`config.mk`:
```
export PLATFORM = sky130hd
export DESIGN_NAME = regop_sequencer
export DESIGN_NICKNAME = d
export VERILOG_FILES = /design/src/rtl/regop_pkg.sv /design/src/rtl/regop_step_rom.sv /design/src/rtl/regop_sequencer.sv
export SDC_FILE = /design/constraint.sdc
export NUM_CORES = 1
export LEC_CHECK = 0
export CORE_MARGIN = 2
export CORE_UTILIZATION = 42
export DETAILED_ROUTE_END_ITERATION = 16
export PLACE_DENSITY = 0.79
export REMOVE_ABC_BUFFERS = 1
export SYNTH_ARGS = -nofsm -noshare
export SYNTH_HDL_FRONTEND = slang
export SYNTH_SLANG_ARGS = --single-unit
```
`constraint.sdc`:
```
create_clock -name clk -period 2.4 [get_ports clk]
set_clock_uncertainty 0.05 [all_clocks]
set_input_delay 0.72 -clock clk [delete_from_list [all_inputs] [get_ports clk]]
set_output_delay 0.72 -clock clk [all_outputs]
set_load 0.05 [all_outputs]
```
`src/rtl/regop_pkg.sv`:
```
// Shared encodings for the register-file op sequencer: command kinds, ALU
// functions, register indices and the FSM state type.
package regop_pkg;

    typedef enum logic [1:0] {
        KIND_MOVE  = 2'd0,
        KIND_INC   = 2'd1,
        KIND_DEC   = 2'd2,
        KIND_PUSH2 = 2'd3
    } kind_e;

    typedef enum logic [1:0] {
        ALU_PASS = 2'd0,
        ALU_INC  = 2'd1,
        ALU_DEC  = 2'd2
    } alu_e;

    typedef enum logic [1:0] {
        ST_IDLE = 2'd0,
        ST_S1   = 2'd1,
        ST_S2   = 2'd2,
        ST_S3   = 2'd3
    } state_e;

    localparam logic [3:0] REG_X    = 4'd0;
    localparam logic [3:0] REG_Y    = 4'd1;
    localparam logic [3:0] REG_A    = 4'd2;
    localparam logic [3:0] REG_S    = 4'd3;
    localparam logic [3:0] REG_ZERO = 4'd4;
    localparam logic [3:0] REG_ONE  = 4'd5;
    localparam logic [3:0] REG_FF   = 4'd6;
    localparam logic [3:0] REG_Z    = 4'd7;
    localparam logic [3:0] REG_NMI  = 4'd8;
    localparam logic [3:0] REG_RST  = 4'd9;
    localparam logic [3:0] REG_BRK  = 4'd10;

    localparam logic [1:0] WR_S     = 2'd3;
    localparam logic [6:0] IDLE_OP  = 7'h04;
    localparam logic [3:0] MAX_SRC  = 4'd10;

    // PUSH2 never reads cmd_src, so only the other kinds can carry an illegal index.
    function automatic logic src_is_legal(input logic [1:0] kind, input logic [3:0] src);
        if (kind == KIND_PUSH2) begin
            return 1'b1;
        end else begin
            return (src <= MAX_SRC);
        end
    endfunction

endpackage

```
`src/rtl/regop_step_rom.sv`:
```
// Combinational step table: (kind, step, src, dst) -> (op, alu_sel, last).
// Step 0 denotes IDLE and yields the idle op.
module regop_step_rom
    import regop_pkg::*;
(
    input  logic [1:0] i_kind,
    input  logic [1:0] i_step,
    input  logic [3:0] i_src,
    input  logic [1:0] i_dst,
    output logic [6:0] o_op,
    output logic [1:0] o_alu_sel,
    output logic       o_last
);

    // Steps outside a kind's sequence report last so the FSM falls back to IDLE.
    always_comb begin
        o_op      = IDLE_OP;
        o_alu_sel = ALU_PASS;
        o_last    = 1'b0;
        if (i_step == 2'd0) begin
            o_op      = IDLE_OP;
            o_alu_sel = ALU_PASS;
            o_last    = 1'b0;
        end else begin
            case (kind_e'(i_kind))
                KIND_MOVE: begin
                    o_op      = {1'b1, i_dst, i_src};
                    o_alu_sel = ALU_PASS;
                    o_last    = 1'b1;
                end
                KIND_INC, KIND_DEC: begin
                    o_alu_sel = (kind_e'(i_kind) == KIND_INC) ? ALU_INC : ALU_DEC;
                    case (i_step)
                        2'd1: begin
                            o_op   = {1'b0, 2'b00, i_src};
                            o_last = 1'b0;
                        end
                        default: begin
                            o_op   = {1'b1, i_dst, i_src};
                            o_last = 1'b1;
                        end
                    endcase
                end
                KIND_PUSH2: begin
                    o_alu_sel = ALU_DEC;
                    case (i_step)
                        2'd1: begin
                            o_op   = {1'b0, 2'b00, REG_S};
                            o_last = 1'b0;
                        end
                        2'd2: begin
                            o_op   = {1'b1, WR_S, REG_S};
                            o_last = 1'b0;
                        end
                        default: begin
                            o_op   = {1'b1, WR_S, REG_S};
                            o_last = 1'b1;
                        end
                    endcase
                end
                default: begin
                    o_op      = IDLE_OP;
                    o_alu_sel = ALU_PASS;
                    o_last    = 1'b1;
                end
            endcase
        end
    end

endmodule

```
`src/rtl/regop_sequencer.sv`:
```
// Sequences MOVE/INC/DEC/PUSH2 commands into per-cycle register-file ops.
// Outputs are registered from the next-state view so step 1 appears the cycle after acceptance.
module regop_sequencer
    import regop_pkg::*;
(
    input  logic       clk,
    input  logic       rst_n,
    input  logic       rdy,
    input  logic       cmd_valid,
    input  logic [1:0] cmd_kind,
    input  logic [3:0] cmd_src,
    input  logic [1:0] cmd_dst,
    output logic       cmd_ready,
    output logic [6:0] op,
    output logic [1:0] alu_sel,
    output logic       done,
    output logic       err
);

    state_e     r_state;
    state_e     w_state_nxt;
    logic [1:0] r_kind;
    logic [3:0] r_src;
    logic [1:0] r_dst;
    logic [6:0] r_op;
    logic [1:0] r_alu;
    logic       r_done;
    logic       r_err;

    logic       w_accept;
    logic       w_legal;
    logic [1:0] w_kind_nxt;
    logic [3:0] w_src_nxt;
    logic [1:0] w_dst_nxt;
    logic [6:0] w_rom_op;
    logic [1:0] w_rom_alu;
    logic       w_rom_last;
    logic       w_done_nxt;
    logic       w_err_nxt;

    assign cmd_ready  = (r_state == ST_IDLE);
    assign w_accept   = cmd_valid & cmd_ready & rdy;
    assign w_legal    = src_is_legal(cmd_kind, cmd_src);
    assign w_kind_nxt = w_accept ? cmd_kind : r_kind;
    assign w_src_nxt  = w_accept ? cmd_src  : r_src;
    assign w_dst_nxt  = w_accept ? cmd_dst  : r_dst;

    assign op         = r_op;
    assign alu_sel    = r_alu;
    assign done       = r_done;
    assign err        = r_err;

    regop_step_rom u_rom (
        .i_kind    (w_kind_nxt),
        .i_step    (2'(w_state_nxt)),
        .i_src     (w_src_nxt),
        .i_dst     (w_dst_nxt),
        .o_op      (w_rom_op),
        .o_alu_sel (w_rom_alu),
        .o_last    (w_rom_last)
    );

    // State register; rdy low freezes the FSM.
    always_ff @(posedge clk or negedge rst_n) begin
        if (!rst_n) begin
            r_state <= ST_IDLE;
        end else if (rdy) begin
            r_state <= w_state_nxt;
        end
    end

    // Next state: r_done marks the step currently shown as the final one.
    always_comb begin
        w_state_nxt = r_state;
        case (r_state)
            ST_IDLE: begin
                if (w_accept && w_legal) begin
                    w_state_nxt = ST_S1;
                end else begin
                    w_state_nxt = ST_IDLE;
                end
            end
            ST_S1:   w_state_nxt = r_done ? ST_IDLE : ST_S2;
            ST_S2:   w_state_nxt = r_done ? ST_IDLE : ST_S3;
            ST_S3:   w_state_nxt = ST_IDLE;
            default: w_state_nxt = ST_IDLE;
        endcase
    end

    // Output decode for the upcoming cycle.
    always_comb begin
        w_done_nxt = 1'b0;
        w_err_nxt  = 1'b0;
        if (w_state_nxt != ST_IDLE) begin
            w_done_nxt = w_rom_last;
        end else begin
            w_done_nxt = 1'b0;
        end
        if (w_accept && !w_legal) begin
            w_err_nxt = 1'b1;
        end else begin
            w_err_nxt = 1'b0;
        end
    end

    // Latched command and registered outputs, held while stalled.
    always_ff @(posedge clk or negedge rst_n) begin
        if (!rst_n) begin
            r_kind <= 2'd0;
            r_src  <= 4'd0;
            r_dst  <= 2'd0;
            r_op   <= IDLE_OP;
            r_alu  <= ALU_PASS;
            r_done <= 1'b0;
            r_err  <= 1'b0;
        end else if (rdy) begin
            r_kind <= w_kind_nxt;
            r_src  <= w_src_nxt;
            r_dst  <= w_dst_nxt;
            r_op   <= w_rom_op;
            r_alu  <= w_rom_alu;
            r_done <= w_done_nxt;
            r_err  <= w_err_nxt;
        end
    end

endmodule

```
Word level (Yosys, flattened, before mapping). Cells that the tools add are included. Widths: inputs -> output; s select.

Bits in registers: 21. Input bits: 12. Output and inout port bits: 12.

Magnitude comparators: 1. Equal/unequal tests: 9. Muxes and demuxes: 21. Bitwise gates (word level): 2. Reductions and logical operators: 9.

Operators with widths (count): $mux 7 (3); $pmux 7 s3 (1); $eq 2x2->1 const B (6); $mux 2 (6); $pmux 2 s4 (1); $mux 1 (7); $eq 2x1->1 const B (3); $logic_not 2->1 (3); $pmux 2 s3 (1); $le 4x4->1 const B (1); $mux 4 (1); $reduce_or 2->1 (2); $pmux 1 s3 (1); $and 1x1->1 (2); $logic_and 1x1->1 (2); $reduce_bool 2->1 (1); $logic_not 1->1 (1).

Depth between registers and ports, before layout. Gate-level depths: netlist (run 1).

Word-level depth: 12. Depth in mapped cells: 8. Mapped depth without buffers: 7.

By module. A second synthesis (run 1) with hierarchy kept.

Cells, all modules: 108. Area, all modules: 1260.0 sq um.

Modules (own cells, without submodules): regop_sequencer (times used 1, cells an instance 72, area each 1019.7 sq um, seq. area each 526.8 sq um); regop_step_rom (times used 1, cells an instance 36, area each 240.2 sq um, seq. area each 0.0 sq um).

Least setup slack after synthesis (run 1). OpenSTA, ideal clock, no wires.

Path kind: input to register. Start: input rdy. End: register r_op[5] (netlist: op[5]). Library setup time: 142 ps. Arrival: 2391 ps. Setup slack: -183 ps. Stages on the path: 7. Buffers on the path: 1. Path through: and4bb_4 > buf_6 > mux2_2 > ha_1 > or3_1 > o211ai_1 > o221ai_1.

Elaborated cells on any way between the ends: 17. Those cells by class: eq/ne: 4; mux: 8; bitwise: 1; reduce/logical: 4.

RTL lines: start, declared (RTL line regop_sequencer.sv:8) `input logic rdy,`; $and 1x1->1 * (RTL line regop_sequencer.sv:42) `assign w_accept = cmd_valid & cmd_ready & rdy;`; $mux 2 * (RTL line regop_sequencer.sv:44) `assign w_kind_nxt = w_accept ? cmd_kind : r_kind;`; named net u_rom.i_kind[0] (RTL line regop_step_rom.sv:6) `input logic [1:0] i_kind,`; $eq 2x2->1 / $eq 2x1->1 (equally long branches) (RTL line regop_step_rom.sv:25) `case (kind_e'(i_kind))`; $reduce_or 2->1 (RTL line regop_step_rom.sv:25); $pmux 7 s3 * (RTL line regop_step_rom.sv:25); $mux 7 * (RTL line regop_step_rom.sv:20) `if (i_step == 2'd0) begin`; end signal, assigned (RTL line regop_sequencer.sv:120) `r_op <= w_rom_op;`; end, declared (RTL line regop_sequencer.sv:25) `logic [6:0] r_op;`.

Mark *: on every way through the listed nets, which the timed path passes. The rest lies on a longest branch. A chain may end at the register's enable or synchronous reset.

Final worst setup path (run 1).
Start: input cmd_valid. End: register r_op[4] (netlist: op[4]).

Elaborated cells on any way between the ends: 18. Those cells by class: eq/ne: 4; mux: 8; bitwise: 2; reduce/logical: 4.

RTL lines: start, declared (RTL line regop_sequencer.sv:9) `input logic cmd_valid,`; $and 1x1->1 * (2 in a row) (RTL line regop_sequencer.sv:42); $mux 2 * (RTL line regop_sequencer.sv:44); named net u_rom.i_kind[0] (RTL line regop_step_rom.sv:6); $eq 2x2->1 / $eq 2x1->1 (equally long branches) (RTL line regop_step_rom.sv:25); $reduce_or 2->1 (RTL line regop_step_rom.sv:25); $pmux 7 s3 * (RTL line regop_step_rom.sv:25); $mux 7 * (RTL line regop_step_rom.sv:20).

Marked as above.

==> results of run 1 <==
-- power by group through the flow --
stage | Combinational, mW | Clock, mW | Sequential (mW)
finish | 1.34 | 0.184 | 0.577
global route | 1.44 | 0.191 | 0.594
CTS | 1.32 | 0.176 | 0.576
detailed placement | 1.24 | 0 | 0.583
global placement | 1.19 | 0 | 0.577
floorplan | 0.538 | 0 | 0.803
-- cells in the final DEF, fill, tap and decap left out, types with 2 or more instances in the layout --
cell type / Yosys / layout
a21o_1: 3 / 3
mux2i_1: 2 / 2
ha_1: 5 / 3
a22o_1: 5 / 5
clkbuf_4: 0 / 3
buf_4: 1 / 22
o211ai_1: 2 / 2
mux2_2: 5 / 3
nor2_1: 5 / 4
o221ai_1: 2 / 2
o21ai_0: 3 / 3
dfrtp_1: 20 / 20
clkdlybuf4s50_1: 0 / 19
mux2_4: 4 / 6
nand2b_1: 2 / 2
inv_1: 9 / 9
-- worst max-delay path by stage --
stage,startpoint,endpoint,slack [ns]
floorplan,rdy,op[5],-0.17
detailed placement,rdy,op[5],-0.65
finish,cmd_valid,op[4],0.05
global route,cmd_valid,op[4],0.002
global placement,rdy,op[5],-0.56
CTS,rdy,op[4],0.04
-- per-stage QoR --
stage	worst slack (ns)	utilization (%)	std cells	setup TNS, ns
floorplan	-0.1654	-	87	-0.4332
global placement	-0.5579	59.77	159	-4.309
detailed placement	-0.6456	59.77	159	-5.102
CTS	0.03613	62.40	164	0
global route	0.002410	62.81	164	0
finish	0.04721	62.81	164	0
-- critical path, stage by stage --
cell and delay (ns):
dlygate4sd2_1 0.22, and4bb_4 0.29, mux2_4 0.34, ha_4 0.24
or3_4 0.37, o211ai_1 0.16, o221ai_1 0.16
-- repair_timing --
item                                    in CTS  in global routing
buffers inserted                             1                  0
resized for setup                            8                  4
endpoints found under the setup margin       9                  6
pin swaps                                    3                  3
hold endpoints to repair                     0                  0
-- Yosys cell counts, types with 2 or more instances --
| master | count | area share, % |
|---|---|---|
| nor2_1 | 5 | 1.8 |
| a22o_1 | 5 | 4.1 |
| o221ai_1 | 2 | 1.6 |
| nor2b_1 | 2 | 1.2 |
| mux2i_1 | 2 | 1.9 |
| o21ai_0 | 3 | 1.4 |
| mux2_2 | 5 | 5.3 |
| nand2b_1 | 2 | 1.2 |
| ha_1 | 5 | 5.9 |
| o211ai_1 | 2 | 1.4 |
| inv_1 | 9 | 3.2 |
| a21oi_1 | 2 | 0.94 |
| dfrtp_1 | 20 | 47 |
| a21o_1 | 3 | 2.1 |
| mux2_4 | 4 | 5.6 |
-- routing by layer --
layer,wire length (um),part of all wire [%]
met1,1088,41
met2,1401,53
met3,124,4.7
met4,33,1.2
met5,0,0
-- layout make-up --
| cell class | instances | area [sq um] |
|---|---|---|
| clock buffer | 4 | 26.28 |
| fill | 199 | 904.6 |
| inverter | 10 | 37.54 |
| multi-input combinational | 56 | 525.5 |
| sequential | 21 | 526.8 |
| tap | 30 | 37.54 |
| timing repair buffer | 43 | 374.1 |
-- state kept, by name (all words and copies together) (netlist names) --
signal / cells
r_kind: 2
alu_sel: 2
done: 1
op: 7
r_dst: 2
err: 1
r_src: 4
r_state: 2
-- logic make-up (layout without fill, tap and decap cells) --
group / after synthesis / after routing / synth area share, %
AND/OR/NAND/NOR: 15 / 15 / 8.559
flip-flops: 21 / 21 / 49.36
adder cells (fa/ha/maj): 5 / 5 / 5.862
buffers and inverters: 12 / 57 / 5.275
multiplexers: 11 / 11 / 12.78
AO/OA/AOI/OAI: 23 / 23 / 16.53
XOR/XNOR: 2 / 2 / 1.642
==> results.sh, run 1 <==
export IMPL_hold_buffers=0
export IMPL_r2r_slack_ns=0.17
export IMPL_use_met1_pct=22.80
export IMPL_r2r_start="r_state[1]"
export IMPL_use_met3_pct=3.005
export IMPL_initial_core_util_pct=43.88
export IMPL_avgSynthCellArea_sq_um=11.99
export IMPL_switching_share_pct=42.64
export IMPL_grt_antenna_before_repair=0
export IMPL_grt_pass1_wl_um=4195
export IMPL_synth_edf_count=0
export IMPL_grt_usage_pct=20.22
export IMPL_min_to="r_dst[0]"
export IMPL_worst_setup_path_end_kind="register"
export IMPL_netlist_instances=89
export IMPL_viasPerCell=5.305
export IMPL_clockPowerShare_pct=8.7
export IMPL_fin_crit_sh_pct=98.03
export IMPL_yosys_cell_types_count=33
export IMPL_rows=18
export IMPL_synth_seq_cells=21
export IMPL_diodes=0
export IMPL_ant_nets=0
export IMPL_synthFlopType="dfrtp_1"
export IMPL_hp_start="r_dst[0]"
export IMPL_crit_type="primary input to register"
export IMPL_io_buffers=23
export IMPL_clk_pin_slew_ns=0.12
export IMPL_firstDrtPassIters=4
export IMPL_grt_max_degree=22
export IMPL_setup_viol=0
export IMPL_ys_warn_count=0
export IMPL_min_path_cells=2
export IMPL_worstMarginPinSlew_ns=0.4957
export IMPL_layout_nets=152
export IMPL_cts_tree="done"
export IMPL_async_flop_share_pct=100.0
export IMPL_p_leak_nw=0.7203
export IMPL_vias=870
export IMPL_cts_htree_levels=1
export IMPL_sequentialPowerShare_pct=27.4
export IMPL_period_needed_ns=2.353
export IMPL_fmax_mhz=425.0
export IMPL_clock_latency_ns=0.32
export IMPL_internal_power_mw=1.207
export IMPL_r2r_end="op[4]"
export IMPL_pin_count=24
export IMPL_dp_hpwl_um=1905
export IMPL_die_w_um=54.41
export IMPL_synth_seq_area_share_pct=49.36
export IMPL_syn2layout_area_growth_pct=43.14
export IMPL_switching_power_mw=0.8967
export IMPL_relSlewSlack_pct=66.85
export IMPL_grt_busiest_layer="met2"
export IMPL_syn_area_sq_um=1067
export IMPL_reg2reg_depth=6
export IMPL_numCtsBuffers=3
export IMPL_clockBufferDepth=2
export IMPL_grt_pass1_vias=932
export IMPL_overflow=0
export IMPL_slew_viol_final=0
export IMPL_max_cap_viol_count=0
export IMPL_drt_first_iter_violations=19
export IMPL_rsz0062_at_grt="no"
export IMPL_die_area_sq_um=2960
export IMPL_drive_above_1_share_pct=33.58
export IMPL_status="complete, no violations"
export IMPL_use_met2_pct=37.55
export IMPL_startpoint_type="primary input"
export IMPL_power_mw=2.103
export IMPL_design_area_sq_um=1528
export IMPL_wirelength_um=2648
export IMPL_placed_area_sq_um=1454
export IMPL_combPwrFrac_pct=63.8
export IMPL_die_h_um=54.41
export IMPL_crit_arrival_ns=2.50
export IMPL_critPathRequiredTime_ns=2.54
export IMPL_clkSinkCount=21
export IMPL_hold_viol=0
export IMPL_hp_class="register to register"
export IMPL_vdd_drop_max_v=0.0008840
export IMPL_cts_root_buf="clkbuf_4"
export IMPL_gp_congestion=0.7066
export IMPL_wl_per_cell_um=16.15
export IMPL_hold_ws_ns=0.4527
export IMPL_core_area_sq_um=2432
export IMPL_critical_path_max_fanout=3
export IMPL_pwr_density_cell_nw_per_um2=1377
export IMPL_drc=0
(Power assumes the default switching activity.)
==> inputs of run 2 (changes only) <==
Settings changed: CORE_MARGIN 2 to 8.
==> run 2 against run 1 <==
Against the previous run:
- maximum frequency decreased by 0.34%
- die area increased by 49%
- final cell count decreased by 0.61%
- power increased by 1.1%
- non-clock buffer count decreased by 1
- via count decreased by 0.11%
- critical path type is now register to primary output
- largest power group unchanged
==> results.sh, run 2 (synthesis gave the netlist of run 1 again) <==
export IMPL_power_mw=2.126
export IMPL_use_met1_pct=15.85
export IMPL_vias=869
export IMPL_largest_reg_flops=7
export IMPL_drc=0
export IMPL_use_met2_pct=22.56
export IMPL_clkSinkCount=21
export IMPL_worst_setup_path_end_kind="primary output"
export IMPL_grt_usage_pct=13.65
export IMPL_hp_class="register to register"
export IMPL_fin_cells=163
export IMPL_vdd_drop_max_v=0.0008141
export IMPL_status="complete, no violations"
export IMPL_post_cts_repair_setup_buffers=0
export IMPL_path_delay_family="buffers and inverters"
export IMPL_clk_pin_slew_ns=0.12
export IMPL_relSlewSlack_pct=65.38
export IMPL_crit_type="register to primary output"
export IMPL_cts_tree="done"
export IMPL_dp_hpwl_um=2037
export IMPL_min_path_cells=2
export IMPL_hold_viol=0
export IMPL_rsz0062_at_grt="no"
export IMPL_clockBufferDepth=2
export IMPL_critical_path_max_fanout=4
export IMPL_multiInputGateArea_sq_um=531.8
export IMPL_fin_util_pct=62.55
export IMPL_die_area_sq_um=4410
export IMPL_grt_pass1_wl_um=4629
export IMPL_slew_viol_final=0
export IMPL_cts_htree_levels=1
export IMPL_grt_max_degree=22
export IMPL_setup_viol=0
export IMPL_fin_tns_setup_ns=0
export IMPL_numCtsBuffers=3
export IMPL_pwr_density_cell_nw_per_um2=1398
export IMPL_drt_first_iter_violations=38
export IMPL_grt_antenna_before_repair=0
export IMPL_crit_arrival_ns=1.59
export IMPL_clock_latency_ns=0.32
export IMPL_startpoint_type="register"
export IMPL_die_h_um=66.41
export IMPL_grt_pass1_vias=947
export IMPL_wirelength_um=2831
export IMPL_final_common_cell="buf_4"
export IMPL_layout_nets=151
export IMPL_fin_crit_sh_pct=98.37
export IMPL_drive_above_1_share_pct=34.59
export IMPL_period_needed_ns=2.361
export IMPL_fillCellCount=197
export IMPL_seqCellArea_sq_um=526.8
export IMPL_diodes=0
export IMPL_die_w_um=66.41
export IMPL_worst_path_stages=1
export IMPL_firstDrtPassIters=4
export IMPL_slowest_stage="clkdlybuf4s50_1"
export IMPL_critical_path_buf_inv_count=1
export IMPL_p_leak_nw=0.7142
export IMPL_max_cap_viol_count=0
export IMPL_rows=18
export IMPL_path_cells="clkdlybuf4s50_1"
export IMPL_gp_congestion=0.7773
export IMPL_hold_ws_ns=0.4493
export IMPL_ant_nets=0
export IMPL_critPathRequiredTime_ns=1.63
export IMPL_overflow=0
export IMPL_io_buffers=23
export IMPL_cts_root_buf="clkbuf_4"
export IMPL_wl_per_cell_um=17.37
export IMPL_layout_common_cells="buf_4, dfrtp_1, clkdlybuf4s50_1, inv_1, mux2_4"
export IMPL_viasPerCell=5.331
export IMPL_r2r_slack_ns=0.18
export IMPL_initial_core_util_pct=43.88
export IMPL_hold_buffers=0
export IMPL_dp_cells=159
export IMPL_fmax_mhz=423.6
export IMPL_use_met3_pct=2.373
export IMPL_core_area_sq_um=2432
export IMPL_syn2layout_area_growth_pct=42.56
export IMPL_max_stage_delay_ns=0.84
export IMPL_pin_count=24
export IMPL_grt_busiest_layer="met2"
export IMPL_worstMarginPinSlew_ns=0.5177
export IMPL_reg2reg_depth=6
[run 2: final cells by class]
type | count | share of cell area [%]
inverter | 10 | 2.467
sequential | 21 | 34.62
clock buffer | 4 | 1.727
multi-input combinational | 56 | 34.95
tap | 30 | 2.467
timing repair buffer | 42 | 23.77
[run 2: per-layer routing]
layer	routed length, um	vias up
li1	-	402
met1	1155	436
met2	1434	23
met3	128	8
met4	113	0
met5	0	-
[run 2: through the flow]
step	area, sq um	worst slack (ns)
after floorplan	1049	-0.1654
after global placement	1454	-0.5582
after detailed placement	1454	-0.6270
after CTS	1508	0.007417
after global routing	1521	0.0007481
final	1521	0.03920
[run 2: path summary, 6_finish.rpt]
kind                       startpoint    endpoint
setup / recovery                 done        done
hold / removal               r_dst[1]    r_dst[1]
setup reg to reg           r_state[1]       op[4]
hold reg to reg              r_dst[1]    r_dst[1]
max in group asynchronous       rst_n       op[2]
min in group asynchronous       rst_n  r_state[0]
[run 2: report_power, final]
part           leakage [nW]  internal (mW)  switching (mW)
clock network        0.0150         0.0650           0.112
logic                 0.436          0.638           0.728
registers             0.263          0.508          0.0746
[run 2: repair_timing]
item                       CTS  global route
pin swaps                    4             5
setup endpoints to repair   10             9
resized for setup            8             6
